### src/rtl/cam_capture_if.sv
// Camera sensor pins plus frame-buffer write port of the cam_capture engine.
interface cam_capture_if #(
  parameter int unsigned ADDR_W = 19
);
  logic              camera_Vsync;
  logic              camera_Href;
  logic              camera_Pclk;
  logic [7:0]        camera_data;
  logic              camera_Xclk;
  logic              ram_we;
  logic [ADDR_W-1:0] ram_addr;
  logic [7:0]        ram_data;

  modport master (
    input  camera_Vsync, camera_Href, camera_Pclk, camera_data,
    output camera_Xclk, ram_we, ram_addr, ram_data
  );

  modport slave (
    output camera_Vsync, camera_Href, camera_Pclk, camera_data,
    input  camera_Xclk, ram_we, ram_addr, ram_data
  );
endinterface

### src/rtl/cam_capture.sv
// Camera frame capture: oversamples Pclk, writes one frame to RAM, raises done.
// Optional geometry checking (frame_err) is enabled by defining CAM_GEOMETRY_CHECK_EN.
module cam_capture #(
  parameter int unsigned XCLK_DIV       = 2,
  parameter int unsigned BYTES_PER_LINE = 640,
  parameter int unsigned LINES          = 480,
  parameter int unsigned ADDR_W         = 19
) (
  input  logic          clk,
  input  logic          reset,
  input  logic          start,
  cam_capture_if.master cam,
  output logic          busy,
  output logic          done,
  output logic          frame_err
);
  localparam int unsigned FRAME_BYTES = BYTES_PER_LINE * LINES;
  localparam int unsigned PTR_W       = ADDR_W + 1;
  localparam int unsigned CNT_MAX     = (BYTES_PER_LINE > LINES) ? BYTES_PER_LINE : LINES;
  localparam int unsigned CNT_W       = $clog2(CNT_MAX + 2);

`ifdef CAM_GEOMETRY_CHECK_EN
  localparam bit GEO_CHECK = 1'b1;
`else
  localparam bit GEO_CHECK = 1'b0;
`endif

  typedef enum logic [1:0] {IDLE, WAIT_VS, CAPTURE, DONE} state_t;

  state_t            state_q, state_d;
  logic [7:0]        xcnt_q, xcnt_d;
  logic              xclk_q, xclk_d;
  logic [2:0]        vs_q, vs_d, href_q, href_d, pclk_q, pclk_d;
  logic [7:0]        data_s1_q, data_s1_d, data_s2_q, data_s2_d;
  logic              cap_q, cap_d;
  logic [7:0]        cap_data_q, cap_data_d;
  logic [PTR_W-1:0]  addr_q, addr_d;
  logic [CNT_W-1:0]  byte_cnt_q, byte_cnt_d, line_cnt_q, line_cnt_d;
  logic              ram_we_q, ram_we_d;
  logic [ADDR_W-1:0] ram_addr_q, ram_addr_d;
  logic [7:0]        ram_data_q, ram_data_d;
  logic              busy_q, busy_d, done_q, done_d, err_q, err_d;

  logic pclk_rise, vs_fall, vs_rise, href_fall, addr_full, geo_err;

  // Edge detects use the second and third synchroniser stages.
  assign pclk_rise = pclk_q[1] & ~pclk_q[2];
  assign vs_fall   = ~vs_q[1] & vs_q[2];
  assign vs_rise   = vs_q[1] & ~vs_q[2];
  assign href_fall = ~href_q[1] & href_q[2];
  assign addr_full = (addr_q >= PTR_W'(FRAME_BYTES));

  always_comb begin
    state_d    = state_q;
    xcnt_d     = xcnt_q + 8'd1;
    xclk_d     = xclk_q;
    vs_d       = {vs_q[1:0], cam.camera_Vsync};
    href_d     = {href_q[1:0], cam.camera_Href};
    pclk_d     = {pclk_q[1:0], cam.camera_Pclk};
    data_s1_d  = cam.camera_data;
    data_s2_d  = data_s1_q;
    cap_d      = 1'b0;
    cap_data_d = data_s2_q;
    addr_d     = addr_q;
    byte_cnt_d = byte_cnt_q;
    line_cnt_d = line_cnt_q;
    ram_we_d   = 1'b0;
    ram_addr_d = ram_addr_q;
    ram_data_d = ram_data_q;
    done_d     = done_q;
    err_d      = err_q;
    geo_err    = 1'b0;

    if (xcnt_q == 8'(XCLK_DIV - 1)) begin
      xcnt_d = 8'd0;
      xclk_d = ~xclk_q;
    end

    case (state_q)
      IDLE: begin
        if (start) begin
          state_d    = WAIT_VS;
          done_d     = 1'b0;
          err_d      = 1'b0;
          addr_d     = '0;
          byte_cnt_d = '0;
          line_cnt_d = '0;
        end
      end
      WAIT_VS: begin
        if (vs_fall) state_d = CAPTURE;
      end
      CAPTURE: begin
        cap_d = pclk_rise & href_q[1];
        // Byte sampled last cycle: write it unless the frame is already full.
        if (cap_q) begin
          if (byte_cnt_q != '1) byte_cnt_d = byte_cnt_q + CNT_W'(1);
          if (!addr_full) begin
            ram_we_d   = 1'b1;
            ram_addr_d = addr_q[ADDR_W-1:0];
            ram_data_d = cap_data_q;
            addr_d     = addr_q + PTR_W'(1);
          end else begin
            geo_err = 1'b1;
          end
        end
        if (href_fall) begin
          if (byte_cnt_d != CNT_W'(BYTES_PER_LINE)) geo_err = 1'b1;
          if (line_cnt_q != '1) line_cnt_d = line_cnt_q + CNT_W'(1);
          byte_cnt_d = '0;
        end
        if (vs_rise) begin
          if (line_cnt_d != CNT_W'(LINES)) geo_err = 1'b1;
          state_d = DONE;
          done_d  = 1'b1;
        end
        if (GEO_CHECK && geo_err) err_d = 1'b1;
      end
      DONE: state_d = IDLE;
      default: state_d = IDLE;
    endcase

    busy_d = (state_d == WAIT_VS) || (state_d == CAPTURE);
  end

  always_ff @(posedge clk) begin
    if (reset) begin
      state_q    <= IDLE;
      xcnt_q     <= '0;
      xclk_q     <= 1'b0;
      vs_q       <= '0;
      href_q     <= '0;
      pclk_q     <= '0;
      data_s1_q  <= '0;
      data_s2_q  <= '0;
      cap_q      <= 1'b0;
      cap_data_q <= '0;
      addr_q     <= '0;
      byte_cnt_q <= '0;
      line_cnt_q <= '0;
      ram_we_q   <= 1'b0;
      ram_addr_q <= '0;
      ram_data_q <= '0;
      busy_q     <= 1'b0;
      done_q     <= 1'b0;
      err_q      <= 1'b0;
    end else begin
      state_q    <= state_d;
      xcnt_q     <= xcnt_d;
      xclk_q     <= xclk_d;
      vs_q       <= vs_d;
      href_q     <= href_d;
      pclk_q     <= pclk_d;
      data_s1_q  <= data_s1_d;
      data_s2_q  <= data_s2_d;
      cap_q      <= cap_d;
      cap_data_q <= cap_data_d;
      addr_q     <= addr_d;
      byte_cnt_q <= byte_cnt_d;
      line_cnt_q <= line_cnt_d;
      ram_we_q   <= ram_we_d;
      ram_addr_q <= ram_addr_d;
      ram_data_q <= ram_data_d;
      busy_q     <= busy_d;
      done_q     <= done_d;
      err_q      <= err_d;
    end
  end

  assign cam.camera_Xclk = xclk_q;
  assign cam.ram_we      = ram_we_q;
  assign cam.ram_addr    = ram_addr_q;
  assign cam.ram_data    = ram_data_q;
  assign busy            = busy_q;
  assign done            = done_q;
  assign frame_err       = err_q;
endmodule

### src/flat_wrapper.sv
// flat-port wrapper written by rule: the top's interface ports become plain ports
module cam_capture_flat 
#(
  parameter int unsigned XCLK_DIV       = 2,
  parameter int unsigned BYTES_PER_LINE = 640,
  parameter int unsigned LINES          = 480,
  parameter int unsigned ADDR_W         = 19
)
  (clk, reset, start, busy, done, frame_err, cam_camera_Vsync, cam_camera_Href, cam_camera_Pclk, cam_camera_data, cam_camera_Xclk, cam_ram_we, cam_ram_addr, cam_ram_data);
  cam_capture_if #(.ADDR_W(ADDR_W)) cam_i ();
  input  logic clk;
  input  logic reset;
  input  logic start;
  output logic busy;
  output logic done;
  output logic frame_err;
  input wire logic [$bits(cam_i.camera_Vsync)-1:0] cam_camera_Vsync;
  input wire logic [$bits(cam_i.camera_Href)-1:0] cam_camera_Href;
  input wire logic [$bits(cam_i.camera_Pclk)-1:0] cam_camera_Pclk;
  input wire logic [$bits(cam_i.camera_data)-1:0] cam_camera_data;
  output wire logic [$bits(cam_i.camera_Xclk)-1:0] cam_camera_Xclk;
  output wire logic [$bits(cam_i.ram_we)-1:0] cam_ram_we;
  output wire logic [$bits(cam_i.ram_addr)-1:0] cam_ram_addr;
  output wire logic [$bits(cam_i.ram_data)-1:0] cam_ram_data;
  assign cam_i.camera_Vsync = cam_camera_Vsync;
  assign cam_i.camera_Href = cam_camera_Href;
  assign cam_i.camera_Pclk = cam_camera_Pclk;
  assign cam_i.camera_data = cam_camera_data;
  assign cam_camera_Xclk = cam_i.camera_Xclk;
  assign cam_ram_we = cam_i.ram_we;
  assign cam_ram_addr = cam_i.ram_addr;
  assign cam_ram_data = cam_i.ram_data;
  cam_capture #(.XCLK_DIV(XCLK_DIV), .BYTES_PER_LINE(BYTES_PER_LINE), .LINES(LINES), .ADDR_W(ADDR_W)) u_core (.clk(clk), .reset(reset), .start(start), .cam(cam_i), .busy(busy), .done(done), .frame_err(frame_err));
endmodule
### config.mk
export PLATFORM = sky130hd
export DESIGN_NAME = cam_capture_flat
export DESIGN_NICKNAME = d
export VERILOG_FILES = /design/src/rtl/cam_capture_if.sv /design/src/rtl/cam_capture.sv /design/src/flat_wrapper.sv
export SDC_FILE = /design/constraint.sdc
export NUM_CORES = 1
export LEC_CHECK = 0
export ABC_AREA = 1
export CORE_MARGIN = 5
export CORE_UTILIZATION = 50
export DETAILED_ROUTE_END_ITERATION = 12
export PLACE_DENSITY = 0.73
export SLEW_MARGIN = 25
export SYNTH_ARGS = -nofsm -noshare
export SYNTH_HDL_FRONTEND = slang
export SYNTH_SLANG_ARGS = --single-unit
### constraint.sdc
create_clock -name clk -period 3 [get_ports clk]
set_clock_uncertainty 0.1 [all_clocks]
set_input_delay 0.45 -clock clk [delete_from_list [all_inputs] [get_ports clk]]
set_output_delay 0.45 -clock clk [all_outputs]
set_load 0.01 [all_outputs]
==> metrics.cfg <==
[routing]
viasPerCell = 4.68
routedLengthMet1_mm = 3.26
ant_nets = 0
drt-wirelength-per-cell_um = 11.0
routed.top_layer = met4
wl_met2_mm = 3.12
drc_errors = 0
dr_total_vias = 2942
first_iter_violations = 181
first_pass_iters = 4
wl_met3_um = 371
wl_mm = 6.89

[timing]
hold_viol_final = 0
clock.fmax_mhz = 492
setup_violations = 0
finalMaxSlewViolations = 0
rsz0062_at_grt = no
fin_crit_sh_pct = 67.7
finalSetupTns_ns = 0
slew_headroom_pct = 55.4
fin_crit_ns = 2.03
tightestPinTransition_ns = 0.670

[clocking]
postCtsHoldBufs = 0
cts_buffer_depth = 2
post_cts_buffers = 0
htreeDepth = 3
cts_root_buf = clkbuf_8
cts_num_sinks = 94
path_clk_slew_ns = 0.10
cts_resized = 0
cts_tree = done
worstSkewPairLatency_ns = 0.36
cts_made_buffers = 9

[placement]
dp_cells = 613
dp_hpwl_mm = 4.65
portBuffers = 44
routabilityCongestion = 0.831

[yosys]
synth.area.top_cells = dfxtp_1, nand2_1, nor2_1, inv_1, a21oi_1
synth_fa_ha_area_share_pct = 1.37
ys_ff_latch = 94
synth_top_area_cell = dfxtp_1
synth-compound-area-share_pct = 7.26
postSynthAreaPerCell_sq_um = 7.49
synth_cell_types = 34
synth_xor_xnor_area_share_pct = 0.479
synth_fp_nets = 506
netlist_instances = 488
synthMuxAreaShare_pct = 0
synth_top_area_share_pct = 51.5
synthSimpleGateAreaFrac_pct = 28.3
synth_warnings = 0
syn-cell-area_sq_um = 3650
synth_top_family_by_area = simple AND/OR/NAND/NOR gates
seq_area_frac_synth_pct = 51.5

[finish]
n_fill_cell = 663
seqCellArea_sq_um = 1880
multi_input_area_sq_um = 1370
area_growth_pct = 17.5
stdcell_count = 629
layout-drive-gt1-share_pct = 5.47
diodes = 0
final_nets = 543

[die]
die-area_sq_um = 9120
start_util_pct = 50.9
rows = 31
ioPinCount = 46
fp.dieW_um = 95.5
core_area_sq_um = 7180
die_h_um = 95.5

[hold_path]
min_path_cells = 2
min_from = u_core.cap_data_d[4]
hp-class = register to register

[worst_setup_path]
worst_setup_path_start_kind = register
path_cells = nand2_1 -> inv_1 -> nand2_1 -> nand3_4 -> nand2_4 -> inv_2 -> nand2_1 -> a21oi_1
cpPeakStageDelay_ns = 0.46
cp_num_cells = 8
cp_num_buf_inv = 2
critPathMaxFanout = 38
cp_top_family = simple AND/OR/NAND/NOR gates
required_ns = 3.19
rr_startpoint = u_core.addr_q[13]
worstRegToRegCells = 8
end_kind = register
startpoint = u_core.addr_q[13]
crit_slowest_cell = dfxtp_1
cp_data_arrival_time_ns = 2.22
crit_path_frequent_cell = nand2_1
critPathKind = register to register

[global_route]
grt_pass1_vias = 2726
grtUsageTotal_pct = 16.7
antenna_found_initial = 0
grt_pass1_wl_mm = 12.0
grt_max_degree = 69
grt_overflow = 0

[power]
pwr-share-clk_pct = 37.0
seq_power_share_pct = 58.1
internal-power_w = 0.00165
power.leakage_nw = 1.71
combPwrFrac_pct = 4.9
ir_worst_vdd_mv = 0.313
p_per_area_nw_per_um2 = 516
swShare_pct = 25.5
p_sw_w = 0.000565

[run]
drv_cap = 0

[outcome]
status = completed

-- cells by family after synthesis --
kind of cell / count (synthesis)
compound gates: 49
xor+xnor: 2
flops: 94
fa+ha+maj: 4
simple gates: 246
other cells: 1
buf+inv: 92
-- worst register-to-register path: stages (launching register included) --
cell     delay (ns)
dfxtp_1        0.46
nand2_1        0.08
inv_1          0.11
nand2_1        0.12
nand3_4        0.15
nand2_4        0.26
inv_2          0.45
nand2_1        0.10
a21oi_1        0.14
-- worst paths after layout --
check	to	slack (ns)
worst max register to register	u_core.cam.ram_addr[2]	0.97
worst min-delay path	u_core.cap_data_q[4]	0.31
worst max-delay path	u_core.cam.ram_addr[2]	0.97
worst min register to register	u_core.cap_data_q[4]	0.31
-- state kept, by name, summed over array words and instances (netlist names), 2 cells and up --
| register | cells |
|---|---|
| u_core.cam.ram_data | 8 |
| u_core.cap_data_q | 8 |
| u_core.cap_data_d | 8 |
| u_core.state_q | 2 |
| u_core.href_q | 2 |
| u_core.xcnt_q | 8 |
| u_core.vs_q | 3 |
| u_core.cam.ram_addr | 19 |
| u_core.data_s1_q | 8 |
| u_core.pclk_q | 3 |
| u_core.addr_q | 20 |
-- per-layer routing --
| metal | track usage, % | vias up |
|---|---|---|
| li1 | - | 1566 |
| met1 | 21.2 | 1301 |
| met2 | 27.3 | 61 |
| met3 | 3.31 | 14 |
| met4 | 7.82 | 0 |
| met5 | 0 | - |
-- power by group through the flow --
| stage | combinational, W | clock [W] | sequential, W |
|---|---|---|---|
| finish | 0.000109 | 0.000818 | 0.00129 |
| global route | 0.000126 | 0.000888 | 0.00129 |
| CTS | 0.000110 | 0.000841 | 0.00129 |
| detailed placement | 0.000109 | 0 | 0.00132 |
| global placement | 0.000108 | 0 | 0.00131 |
| floorplan | 0.0000737 | 0 | 0.00131 |
-- cell usage in the layout, fill, tap and decap left out, drive strengths merged --
| master | instances |
|---|---|
| clkinvlp | 1 |
| or2 | 1 |
| nand3 | 30 |
| ha | 4 |
| nand4 | 6 |
| nand2 | 121 |
| o21ai | 3 |
| o211a | 2 |
| buf | 2 |
| clkbuf | 9 |
| clkdlybuf4s50 | 43 |
| dfxtp | 94 |
| nor4 | 1 |
| xor2 | 2 |
| nor2 | 79 |
| inv | 76 |
| a22oi | 1 |
| nand3b | 1 |
| clkinv | 3 |
| a21oi | 41 |
| conb | 1 |
| a21boi | 1 |
| nor3 | 7 |
| a31oi | 1 |
-- synth_stat cells --
| cell type | n |
|---|---|
| a21oi_2 | 1 |
| inv_1 | 70 |
| or2_2 | 1 |
| a21boi_0 | 1 |
| conb_1 | 1 |
| buf_2 | 3 |
| a21oi_1 | 40 |
| dfxtp_1 | 94 |
| nor3_1 | 7 |
| clkinv_1 | 1 |
| nand4_1 | 6 |
| nand3b_1 | 1 |
| nor2_4 | 1 |
| xor2_1 | 2 |
| buf_6 | 2 |
| o211a_1 | 2 |
| buf_1 | 4 |
| nand3_2 | 1 |
| nand2_4 | 1 |
| buf_8 | 2 |
| nand3_4 | 1 |
| a22oi_1 | 1 |
| o21ai_0 | 3 |
| inv_2 | 2 |
| nand3_1 | 28 |
| clkbuf_1 | 4 |
| nor4_1 | 1 |
| ha_1 | 4 |
| a31oi_1 | 1 |
| nand2_2 | 2 |
| nand2_1 | 118 |
| nor2_1 | 77 |
| nor2_2 | 1 |
| buf_4 | 4 |
-- layout make-up --
class                   count  share of cell area (%)
well taps                  99                    2.89
multi-input cells         302                    31.9
repair buffers             45                    10.3
clock buffers               9                    2.89
flip-flops and latches     94                    43.8
clock inverters             7                    1.75
inverters                  73                    6.38
-- through the flow --
step | util, % | hold WS [ns] | setup slack, ns | power, W | cell area, sq um
finish | 59.8 | 0.306 | 0.968 | 0.00221 | 4290
CTS | 59.8 | 0.307 | 0.974 | 0.00224 | 4290
floorplan | - | 0.288 | 1.48 | 0.00139 | 3650
detailed placement | 57.0 | 0.292 | 0.816 | 0.00142 | 4090
global placement | 57.0 | 0.289 | 0.825 | 0.00142 | 4090
global route | 59.8 | 0.320 | 0.695 | 0.00230 | 4290
No activity file was read; power rests on OpenSTA's default activity.
